File: src/rtl/fu_div_pkg.sv
// Shared definitions for the fu_div iterative divider: op codes, FSM states, default latency.
// Optional feature macro used by fu_div: FU_DIV_BUSY_ERR_EN (adds the err output).
package fu_div_pkg;

  localparam logic [2:0] OP_DIV  = 3'd4;
  localparam logic [2:0] OP_DIVU = 3'd5;
  localparam logic [2:0] OP_REM  = 3'd6;
  localparam logic [2:0] OP_REMU = 3'd7;

  localparam int LATENCY_DEF = 24;

  typedef enum logic [1:0] {
    ST_IDLE = 2'd0,
    ST_ITER = 2'd1,
    ST_FIX  = 2'd2,
    ST_WAIT = 2'd3
  } state_e;

  // Two's-complement negate when n is set; used both for operand magnitudes and result signs.
  function automatic logic [31:0] neg_if(input logic n, input logic [31:0] v);
    return n ? (~v + 32'd1) : v;
  endfunction

endpackage

File: src/rtl/div_r4_step.sv
// One radix-4 restoring step: two chained shift/compare/subtract stages producing 2 quotient bits.
module div_r4_step (
  input  logic [31:0] rem_i,
  input  logic [1:0]  dvd_bits_i,
  input  logic [31:0] dvs_i,
  output logic [31:0] rem_o,
  output logic [1:0]  q_o
);

  logic [32:0] t1, t2;
  logic [31:0] r1;
  logic        q1, q0;

  // The shifted remainder needs 33 bits; after a restoring step it is again below the divisor.
  always_comb begin
    t1    = {rem_i, dvd_bits_i[1]};
    q1    = (t1 >= {1'b0, dvs_i});
    r1    = q1 ? 32'(t1 - {1'b0, dvs_i}) : t1[31:0];
    t2    = {r1, dvd_bits_i[0]};
    q0    = (t2 >= {1'b0, dvs_i});
    rem_o = q0 ? 32'(t2 - {1'b0, dvs_i}) : t2[31:0];
    q_o   = {q1, q0};
  end

endmodule

File: src/rtl/fu_div.sv
// Fixed-latency 32-bit DIV/DIVU/REM/REMU unit: 16 radix-4 iterations, sign fix-up, then padding.
// Define FU_DIV_BUSY_ERR_EN to add the err output flagging EN issued while busy.
module fu_div
  import fu_div_pkg::*;
#(
  parameter int LATENCY = LATENCY_DEF
) (
  input  logic        clk,
  input  logic        rst,
  input  logic        EN,
  input  logic [2:0]  funct3,
  input  logic [31:0] rs1_data,
  input  logic [31:0] rs2_data,
  output logic [31:0] res,
  output logic        busy,
  output logic        done
`ifdef FU_DIV_BUSY_ERR_EN
  ,
  output logic        err
`endif
);

  state_e      state_q, state_d;
  logic [4:0]  cnt_q, cnt_d;
  logic [31:0] dvd_q, dvd_d;
  logic [31:0] dvs_q, dvs_d;
  logic [31:0] rem_q, rem_d;
  logic [31:0] rslt_q, rslt_d;
  logic [31:0] res_q, res_d;
  logic        is_rem_q, is_rem_d;
  logic        neg_q_q, neg_q_d;
  logic        neg_r_q, neg_r_d;
  logic        dz_q, dz_d;
  logic        busy_q, busy_d;
  logic        done_q, done_d;

  logic        sgn;
  logic [31:0] step_rem;
  logic [1:0]  step_q;

  // funct3 0..3 decode as DIVU: neither signed nor remainder.
  assign sgn = funct3[2] & ~funct3[0];

  div_r4_step u_step (
    .rem_i      (rem_q),
    .dvd_bits_i (dvd_q[31:30]),
    .dvs_i      (dvs_q),
    .rem_o      (step_rem),
    .q_o        (step_q)
  );

  // The dividend register doubles as the quotient register: quotient bits shift in as dividend bits leave.
  always_comb begin
    state_d  = state_q;
    cnt_d    = cnt_q;
    dvd_d    = dvd_q;
    dvs_d    = dvs_q;
    rem_d    = rem_q;
    rslt_d   = rslt_q;
    res_d    = res_q;
    is_rem_d = is_rem_q;
    neg_q_d  = neg_q_q;
    neg_r_d  = neg_r_q;
    dz_d     = dz_q;
    busy_d   = busy_q;
    done_d   = 1'b0;
    case (state_q)
      ST_IDLE: begin
        if (EN) begin
          state_d  = ST_ITER;
          busy_d   = 1'b1;
          cnt_d    = 5'd0;
          dvd_d    = neg_if(sgn & rs1_data[31], rs1_data);
          dvs_d    = neg_if(sgn & rs2_data[31], rs2_data);
          rem_d    = 32'd0;
          is_rem_d = funct3[2] & funct3[1];
          neg_q_d  = sgn & (rs1_data[31] ^ rs2_data[31]);
          neg_r_d  = sgn & rs1_data[31];
          dz_d     = (rs2_data == 32'd0);
        end
      end
      ST_ITER: begin
        rem_d = step_rem;
        dvd_d = {dvd_q[29:0], step_q};
        cnt_d = cnt_q + 5'd1;
        if (cnt_q == 5'd15) state_d = ST_FIX;
      end
      ST_FIX: begin
        cnt_d   = cnt_q + 5'd1;
        state_d = ST_WAIT;
        if (is_rem_q)  rslt_d = neg_if(neg_r_q, rem_q);
        else if (dz_q) rslt_d = 32'hFFFF_FFFF;
        else           rslt_d = neg_if(neg_q_q, dvd_q);
      end
      ST_WAIT: begin
        cnt_d = cnt_q + 5'd1;
        if (cnt_q == 5'(LATENCY - 1)) begin
          res_d   = rslt_q;
          done_d  = 1'b1;
          busy_d  = 1'b0;
          state_d = ST_IDLE;
        end
      end
      default: state_d = ST_IDLE;
    endcase
  end

  always_ff @(posedge clk or posedge rst) begin
    if (rst) begin
      state_q  <= ST_IDLE;
      cnt_q    <= 5'd0;
      dvd_q    <= 32'd0;
      dvs_q    <= 32'd0;
      rem_q    <= 32'd0;
      rslt_q   <= 32'd0;
      res_q    <= 32'd0;
      is_rem_q <= 1'b0;
      neg_q_q  <= 1'b0;
      neg_r_q  <= 1'b0;
      dz_q     <= 1'b0;
      busy_q   <= 1'b0;
      done_q   <= 1'b0;
    end else begin
      state_q  <= state_d;
      cnt_q    <= cnt_d;
      dvd_q    <= dvd_d;
      dvs_q    <= dvs_d;
      rem_q    <= rem_d;
      rslt_q   <= rslt_d;
      res_q    <= res_d;
      is_rem_q <= is_rem_d;
      neg_q_q  <= neg_q_d;
      neg_r_q  <= neg_r_d;
      dz_q     <= dz_d;
      busy_q   <= busy_d;
      done_q   <= done_d;
    end
  end

  assign res  = res_q;
  assign busy = busy_q;
  assign done = done_q;

`ifdef FU_DIV_BUSY_ERR_EN
  logic err_q;

  always_ff @(posedge clk or posedge rst) begin
    if (rst) err_q <= 1'b0;
    else     err_q <= EN & busy_q;
  end

  assign err = err_q;
`endif

endmodule

File: config.mk
export PLATFORM = sky130hd
export DESIGN_NAME = fu_div
export DESIGN_NICKNAME = d
export VERILOG_FILES = /design/src/rtl/fu_div_pkg.sv /design/src/rtl/div_r4_step.sv /design/src/rtl/fu_div.sv
export SDC_FILE = /design/constraint.sdc
export NUM_CORES = 1
export LEC_CHECK = 0
export ABC_AREA = 1
export BUFFER_PORTS_ARGS = -buffer_cell sky130_fd_sc_hd__buf_2
export CAP_MARGIN = 10
export CORE_MARGIN = 8
export CORE_UTILIZATION = 55
export DETAILED_ROUTE_END_ITERATION = 7
export PLACE_DENSITY = 0.76
export REMOVE_ABC_BUFFERS = 1
export SLEW_MARGIN = 10
export SYNTH_ARGS = -nofsm -noshare
export SYNTH_HDL_FRONTEND = slang
export SYNTH_SLANG_ARGS = --single-unit
File: constraint.sdc
create_clock -name clk -period 5.4 [get_ports clk]
set_clock_uncertainty 0.1 [all_clocks]
set_input_delay 0.54 -clock clk [delete_from_list [all_inputs] [get_ports clk]]
set_output_delay 0.54 -clock clk [all_outputs]
set_load 0.01 [all_outputs]
### After elaboration in Yosys (flattened, before gate mapping)

Cells that the tools add are included.

* reductions and logical operators: 10
* add/subtract/negate cells: 7
* multiply operators: 0
* multiplexer cells: 23
* magnitude comparators: 2
* shifts and indexed selects: 0
* equal/unequal tests: 8
* bitwise operators: 11
* div/mod/pow operators: 0

Operators with widths (number)
* two-way mux 32 bit: 10
* adder 32 x 1 -> 32 bit (second input constant): 4
* NOT 32 bit: 4
* case mux 32 bit (2 select lines): 2
* greater-or-equal comparator 33 x 32 -> 1 bit: 2
* subtractor 32 bit: 2
* logical NOT 32 bit: 1
* case mux 5 bit (2 select lines): 1
* case mux 2 bit (4 select lines): 1
* two-way mux 2 bit: 3
* inequality test 2 bit (second input constant): 3
* AND reduction 2 bit: 3
* AND reduction 3 bit: 2
* adder 5 x 1 -> 5 bit (second input constant): 1
* bitwise AND 1 bit: 5
* equality test 5 x 4 -> 1 bit (second input constant): 1
* equality test 5 bit (second input constant): 1
* two-way mux 5 bit: 1
* equality test 2 bit (second input constant): 2
* two-way mux 1 bit: 4
* nonzero test 2 bit: 2
* OR reduction 3 bit: 1
* equality test 2 x 1 -> 1 bit (second input constant): 1
* logical NOT 2 bit: 1
* other kinds (3): 3

* bits of input ports: 70
* flip-flop bits (word level): 173
* bits in latches: 0
* memories: 0
* bits in writable memories: 0
* ROM bits: 0

### Depth between registers and ports, before layout

Gate-level depths: netlist of the first run.

* depth after elaboration: 6
* depth in mapped cells: 33
* gate-level depth less buffers: 31

### Modules after synthesis

A second synthesis of the first run with hierarchy kept.

* cells, all modules: 2644
* area, all modules: 16636.0 um^2

Modules (own cells, without submodules)
* fu_div: sequential area each 4329.2 um^2, instances 1, cells each 1616, area an instance 10993.0 um^2
* div_r4_step: sequential area each 0.0 um^2, instances 1, cells each 1028, area an instance 5642.9 um^2

### Least setup slack after synthesis of the first run

No wires, ideal clock.

* path kind: register -> register
* start: reg rem_q[7]
* end: reg dvd_q[0]
* slack: 1640 ps
* buffers on the path: 2
* clock period less this slack: 3760 ps
* arrival time: 3539 ps
* library setup time: 121 ps
* cell stages (with the launch flop): 28
* cell sequence: dfrtp_1 -> ha_1 -> nand2_1 -> inv_2 -> nand2_1 -> nand2_1 -> inv_1 -> nand3_1 -> nand2_1 -> nand3_1 -> nand2_2 -> nand2_4 -> buf_2 -> o21ai_0 -> inv_1 -> ha_1 -> a21oi_1 -> a21boi_1 -> nand2_1 -> nand2_1 -> nand2_1 -> nand2_1 -> nand2_1 -> nand2_2 -> nand4_2 -> buf_4 -> o21ai_1 -> nand2_1

* longest elaborated chain between the ends: 4
* elaborated cells between the ends (all ways): 5
* those cells by class: 1 x add/sub; 2 x order compare; 2 x mux

Ends and longest elaborated chain
* start, declared: RTL line fu_div.sv:27 `logic [31:0] rem_q, rem_d;`
* start signal, assigned: RTL line fu_div.sv:128 `rem_q <= rem_d;`
* subtractor 32 bit / greater-or-equal comparator 33 x 32 -> 1 bit (equally long branches): RTL line div_r4_step.sv:18, div_r4_step.sv:17
* two-way mux 32 bit *: RTL line div_r4_step.sv:18 `r1 = q1 ? 32'(t1 - {1'b0, dvs_i}) : t1[31:0];`
* greater-or-equal comparator 33 x 32 -> 1 bit *: RTL line div_r4_step.sv:20 `q0 = (t2 >= {1'b0, dvs_i});`
* case mux 32 bit (2 select lines) *: RTL line fu_div.sv:67 `case (state_q)`
* end signal, assigned: RTL line fu_div.sv:126 `dvd_q <= dvd_d;`
* end, declared: RTL line fu_div.sv:25 `logic [31:0] dvd_q, dvd_d;`

Mark *: on every way between the ends. The rest lies on a longest branch, timed or not.
A chain may end at the register's enable or synchronous reset.

### Worst setup path in the final report of the first run

* start: reg rem_q[6]
* end: reg rem_q[26]

* longest elaborated chain between the ends: 5
* elaborated cells between the ends (all ways): 7
* those cells by class: 2 x add/sub; 2 x order compare; 3 x mux

Ends and longest elaborated chain
* subtractor 32 bit / greater-or-equal comparator 33 x 32 -> 1 bit (equally long branches): RTL line div_r4_step.sv:18, div_r4_step.sv:17
* two-way mux 32 bit *: RTL line div_r4_step.sv:18
* subtractor 32 bit / greater-or-equal comparator 33 x 32 -> 1 bit (equally long branches): RTL line div_r4_step.sv:21, div_r4_step.sv:20
* two-way mux 32 bit *: RTL line div_r4_step.sv:21 `rem_o = q0 ? 32'(t2 - {1'b0, dvs_i}) : t2[31:0];`
* case mux 32 bit (2 select lines) *: RTL line fu_div.sv:67

Marks and branches as above.

==> results.toml, run 1 <==
[die]
io_pins = 104
dieArea_sq_um = 33600
rows = 61
die_width_um = 183
die_y_um = 183
start_util_pct = 55.7
coreArea_sq_um = 27600

[route]
via_count = 17100
wl_per_cell_um = 18.8
dr.pass1.iters = 6
vias_per_cell = 5.77
routed_wl_um = 55800
drc = 0
drtAntennaViolNets = 0
drt_iter0_markers = 1855

[synthesis]
yosys.area.top_type_share_pct = 28.1
synth_most_common_cell = "nand2_1"
synthCells = 2472
synth-seq-cells = 173
synth_area_sq_um = 15400
synthArstFlopShare_pct = 100
ys_seq_area_share_pct = 28.1
yosys-top-cells-area = "dfrtp_1 28%, nand2_1 18%, inv_1 8.0%"
synth_top_area_cell = "dfrtp_1"
synth_cell_type_count = 47
synth_edf_count = 0
synthFlopType = "dfrtp_1"
netlist_top_cells_count = "734 x nand2_1, 329 x inv_1, 224 x nor2_1"
postSynthAreaPerCell_sq_um = 6.22
yosysWarnings = 0

[cells_and_area]
drive_gt1_share_pct = 8.64
antenna_cells = 0
utilization_pct = 61.6
fillers = 2696
areaGrowthSynthToFinish_pct = 10.7
nNetsFinal = 2714

[worst_setup_path]
r2r_setup_slack_ns = 0.39
crit_path_end_kind = "register"
cp-startpoint = "rem_q[6]$_DFFE_PP0P_"
crit_fanout = 40
cp.required_ns = 5.65
reg2reg_from = "rem_q[6]$_DFFE_PP0P_"
critPathLaunchType = "register"
crit_arrival_ns = 5.27
reg2reg_to = "rem_q[26]$_DFFE_PP0P_"
critical_path_class = "register to register"
r2r_cells = 26

[sta]
max_slew_margin_pct = 24.7
worst_pin_slew_ns = 1.13
period_share_pct = 92.8
maxSlewViolCount = 0
final.setup.tns_ns = 0
hold_viol = 0
setup_violations = 0
fin_crit_ns = 5.01
whs_ns = 0.141
rsz0062_at_grt = "no"
max_freq_mhz = 200

[clock_network]
clockBufferDepth = 2
htreeDepth = 4
clk_latency_ns = 0.47
clk_pin_slew_ns = 0.08
clock-root-buffer = "clkbuf_16"
cts_sinks = 173
numCtsBuffers = 17
cts_tree = "yes"

[placement]
globalplace.congestion = 1.06
hpwl_um = 43700
portBuffers = 103

[global_route]
grt_max_degree = 174
antenna_found_initial = 0
grt_pass1_vias = 15900
grt-ovfl-total = 0
grt_use_total_pct = 32.9
grt_pass1_wl_um = 86700

[status]
outcome = "finished, final reports clean"

[flow_run]
maxCapViolCount = 0

[worst_hold_path]
hp-class = "input pin to async pin"
-- worst max-delay path by stage --
stage	endpoint	slack, ns	depth (start not counted)
floorplan	busy$_DFFE_PP0P_	0.07	1
global placement	rem_q[2]$_DFFE_PP0P_	0.41	27
detailed placement	rem_q[26]$_DFFE_PP0P_	0.39	25
CTS	rem_q[26]$_DFFE_PP0P_	0.36	25
global route	rem_q[29]$_DFFE_PP0P_	0.03	29
finish	rem_q[26]$_DFFE_PP0P_	0.39	26
-- cell families (layout without fill, tap and decap cells) --
logic type      Yosys count  in the layout  synth area share [%]
xor+xnor                 74             74                  4.21
flops                   173            173                  28.1
fa+ha+maj                76             76                  6.28
buf+inv                 417            526                  10.6
simple gates           1268           1268                  34.4
compound gates          464            464                  16.4
-- cells in the final DEF (no fill, tap or decap), types with 4 or more instances in the layout --
master and count:
o21ai_0 213, a31oi_1 16, nor2_1 222, and2_1 6
inv_8 4, ha_1 74, o31ai_1 10, clkbuf_16 17
inv_6 5, inv_1 328, nand3b_1 8, buf_4 50
buf_2 103, nand4_1 24, nand2_2 5, or2_2 6
xnor2_1 30, o22ai_1 5, nor2_2 6, nand2_1 734
nor4_1 11, a21oi_1 153, o21ai_1 9, dfrtp_1 173
o211ai_1 23, xor2_1 44, o21a_1 4, o21bai_1 8
nor3_2 4, nor3_1 36, nand3_1 200, inv_2 6
a21o_1 10
-- layout make-up --
cell class | count | area, sq um | area share (%)
Clock buffer | 19 | 433 | 2.54
Clock inverter | 13 | 128 | 0.749
Inverter | 338 | 1270 | 7.48
Multi-Input combinational cell | 1882 | 9450 | 55.5
Sequential cell | 173 | 4330 | 25.4
Tap cell | 378 | 473 | 2.78
Timing Repair Buffer | 156 | 942 | 5.53
-- stage by stage --
stage / instance area [sq um] / setup slack, ns / std cells
final: 17000 / 0.388 / 2959
after global routing: 17000 / 0.0294 / 2959
after CTS: 17000 / 0.365 / 2959
after floorplan: 15000 / 0.0715 / 2393
after global placement: 16500 / 0.414 / 2927
after detailed placement: 16500 / 0.391 / 2927
-- flip-flops by register name (all words and copies together) (netlist names), 2 cells and up --
name / flops
cnt_q: 5
rem_q: 32
dvd_q: 32
rslt_q: 32
res: 32
state_q: 2
dvs_q: 32
-- layer usage --
metal	part of all wire (%)	up-vias	routed length, um	track usage (%)
met5	0	-	0	0
met4	4.2	0	2360	14.1
met3	7.7	143	4320	5.44
met2	45	799	25200	52.8
met1	43	7927	23800	43.3
li1	-	8195	-	-
-- what timing repair did --
action,4_1_cts,5_1_grt
buffers inserted,0,0
hold buffers,0,0
resized for setup,0,4
endpoints found under the setup margin,0,32
-- critical path, stage by stage (launching register included) --
cell     delay (ns)
dfrtp_1        0.49
ha_1           0.38
nand2_1        0.16
inv_2          0.05
nand2_1        0.06
nand2_1        0.07
inv_1          0.09
nand3_1        0.19
nand2_1        0.16
nand3_1        0.14
nand2_2        0.16
nand2_8        0.21
o21ai_0        0.35
inv_1          0.08
ha_1           0.34
nand2_1        0.16
o21ai_0        0.43
a21oi_1        0.17
nand2_1        0.16
nand2_1        0.07
nand2_1        0.14
nand2_2        0.09
nand4_2        0.16
buf_12         0.21
nand2_1        0.08
nand3_1        0.08
nand2_1        0.07
Power of run 1 is left out: the tool's default activity adds up to more than one toggle a clock period on the data nets, which glitch-free logic cannot reach.
==> inputs of run 2 (changes only) <==
--- a/config.mk
+++ b/config.mk
@@ -8,6 +8,7 @@
 export ABC_AREA = 1
 export BUFFER_PORTS_ARGS = -buffer_cell sky130_fd_sc_hd__buf_2
 export CAP_MARGIN = 10
+export CORE_ASPECT_RATIO = 0.8
 export CORE_MARGIN = 8
 export CORE_UTILIZATION = 55
 export DETAILED_ROUTE_END_ITERATION = 7
@@ -16,4 +17,6 @@
 export SLEW_MARGIN = 10
 export SYNTH_ARGS = -nofsm -noshare
 export SYNTH_HDL_FRONTEND = slang
+export SYNTH_HIERARCHICAL = 1
 export SYNTH_SLANG_ARGS = --single-unit
+export TNS_END_PERCENT = 50
==> run 2 against run 1 <==
Worst hold slack worse by 0.050 ns. Global-route usage up 0.55 points. Die area up 7.5%. Via count up 6.8%. Count of clock-buffer cells in the layout down 2. Utilization down 1.7 points. Final cell count up 5.7%. Critical endpoint is now rem_q[6]$_DFFE_PP0P_.
==> results.toml, run 2 <==
[synthesis]
synthArstFlopShare_pct = 100
ys_seq_area_share_pct = 26.0
synthCells = 2644
synthFlopType = "dfrtp_1"
synth_area_sq_um = 16600
synth-seq-cells = 173
synth_edf_count = 0
postSynthAreaPerCell_sq_um = 6.29
synth_top_area_cell = "dfrtp_1"
yosysWarnings = 6
yosys-top-cells-area = "dfrtp_1 26%, nand2_1 19%, nand3_1 7.8%"
synth_most_common_cell = "nand2_1"
synth_cell_type_count = 55
netlist_top_cells_count = "850 x nand2_1, 272 x inv_1, 259 x nand3_1"
yosys.area.top_type_share_pct = 26.0

[clock_network]
clockBufferDepth = 2
cts_resized = 0
postCtsHoldBufs = 0
htreeDepth = 4
clk_latency_ns = 0.46
clock-root-buffer = "clkbuf_16"
numCtsBuffers = 17
clk_pin_slew_ns = 0.09
postCtsSetupBuffers = 0
cts_tree = "yes"
cts_sinks = 173

[cells_and_area]
drive_gt1_share_pct = 11.9
nNetsFinal = 2847
final_common_cell = "nand2_1"
fillers = 2984
instances_no_fill = 3127
mostFrequentLayoutCells = "850 x nand2_1, 271 x inv_1, 259 x nand3_1"
antenna_cells = 0
fin_area_sq_um = 18000
areaGrowthSynthToFinish_pct = 8.45

[route]
vias_per_cell = 5.83
routed_wl_um = 60400
drt_iter0_markers = 2417
drtAntennaViolNets = 0
drc = 0
dr.pass1.iters = 7
via_count = 18200
wl_per_cell_um = 19.3

[sta]
worst_pin_slew_ns = 1.01
rsz0062_at_grt = "no"
max_slew_margin_pct = 32.7
maxSlewViolCount = 0
fin_crit_ns = 5.02
setup_violations = 0
hold_viol = 0
period_share_pct = 93.0
max_freq_mhz = 199
final.setup.tns_ns = 0
worst_slack_ns = 0.378

[placement]
place_ws_ns = 0.503
post_dp_cell_area_sq_um = 17400
placed_cells = 3095
globalplace.congestion = 1.13
portBuffers = 103
hpwl_um = 48500

[global_route]
antenna_found_initial = 0
grt_pass1_vias = 16500
grt_pass1_wl_um = 93700
grt-ovfl-total = 0
grt_max_degree = 73
grt_use_total_pct = 33.4

[worst_setup_path]
crit_arrival_ns = 5.26
crit_fanout = 36
critical_path_class = "register to register"
cp.required_ns = 5.63
crit_path_end_kind = "register"
critPathLaunchType = "register"

[die]
dieArea_sq_um = 36100
die_y_um = 172
start_util_pct = 55.3
die_width_um = 210
coreArea_sq_um = 30100
rows = 57
io_pins = 104

[flow_run]
maxCapViolCount = 0

[worst_hold_path]
hp-class = "input pin to async pin"

[status]
outcome = "finished, final reports clean"
[run 2: changes by cell type after synthesis, moves of 27 or more]
cell	change
a21oi_1	-39
o21ai_1	+79
o21ai_0	-113
nand3_1	+59
nand3_2	+30
clkbuf_1	-27
a21oi_2	+33
nand2_1	+116
nor2_1	+32
inv_1	-57
[run 2: through the flow]
stage | util [%] | hold WS [ns]
detailed placement | 57.8 | 0.357
CTS | 59.9 | 0.129
global route | 59.9 | 0.148
floorplan | - | 0.342
global placement | 57.8 | 0.355
finish | 59.9 | 0.0908
[run 2: routing by layer]
metal / part of all wire [%] / up-vias / track usage (%)
met1: 47 / 8422 / 51.8
met2: 39 / 1035 / 45.8
met4: 2.6 / 0 / 10.0
li1: - / 8675 / -
met5: 0 / - / 0
met3: 12 / 86 / 6.23
[run 2: area by class of cell]
type / count / area (sq um) / area share, %
tap: 413 / 517 / 2.86
inverter: 300 / 1130 / 6.27
clock inverter: 15 / 214 / 1.19
sequential: 173 / 4330 / 24.0
timing repair buffer: 126 / 738 / 4.09
clock buffer: 17 / 425 / 2.36
multi-input combinational: 2083 / 10700 / 59.2
[run 2: cells by family after synthesis]
family | Yosys count | synth area share [%]
compound gates | 395 | 13.5
fa+ha+maj | 76 | 5.81
flops | 173 | 26.0
buf+inv | 388 | 9.85
xor+xnor | 68 | 3.58
simple gates | 1544 | 41.2
[run 2: path summary, 6_finish.rpt]
path / startpoint / end / slack [ns] / cells past startpoint
max: rem_q[4]$_DFFE_PP0P_ / rem_q[6]$_DFFE_PP0P_ / 0.38 / 24
min: rst / res[0]$_DFFE_PP0P_ / 0.09 / 2
max reg2reg: rem_q[4]$_DFFE_PP0P_ / rem_q[6]$_DFFE_PP0P_ / 0.38 / 24
min reg2reg: rslt_q[6]$_DFFE_PP0P_ / res[6]$_DFFE_PP0P_ / 0.37 / 2
max in group asynchronous: rst / dvs_q[19]$_DFFE_PP0P_ / 3.85 / 3
min in group clk: rs2_data[28] / dvs_q[28]$_DFFE_PP0P_ / 0.28 / 4
[run 2: critical path: stages (launching register included)]
cell and delay (ns):
dfrtp_1 0.55, ha_1 0.46, nand2_1 0.16, nor2_2 0.20, inv_2 0.05, nor3_2 0.15
nand3_1 0.14, nand4_4 0.28, buf_12 0.26, nor2_1 0.08, a21oi_2 0.25, ha_1 0.34
nand2_1 0.16, nor2_1 0.09, nand2_1 0.06, and3b_1 0.21, a21oi_1 0.30, inv_1 0.10
nor2_2 0.17, nand3_2 0.23, buf_12 0.24, nand2_1 0.07, nand2_1 0.06, nand3_1 0.07
o21ai_1 0.09
Power of run 2 is left out for the same reason.
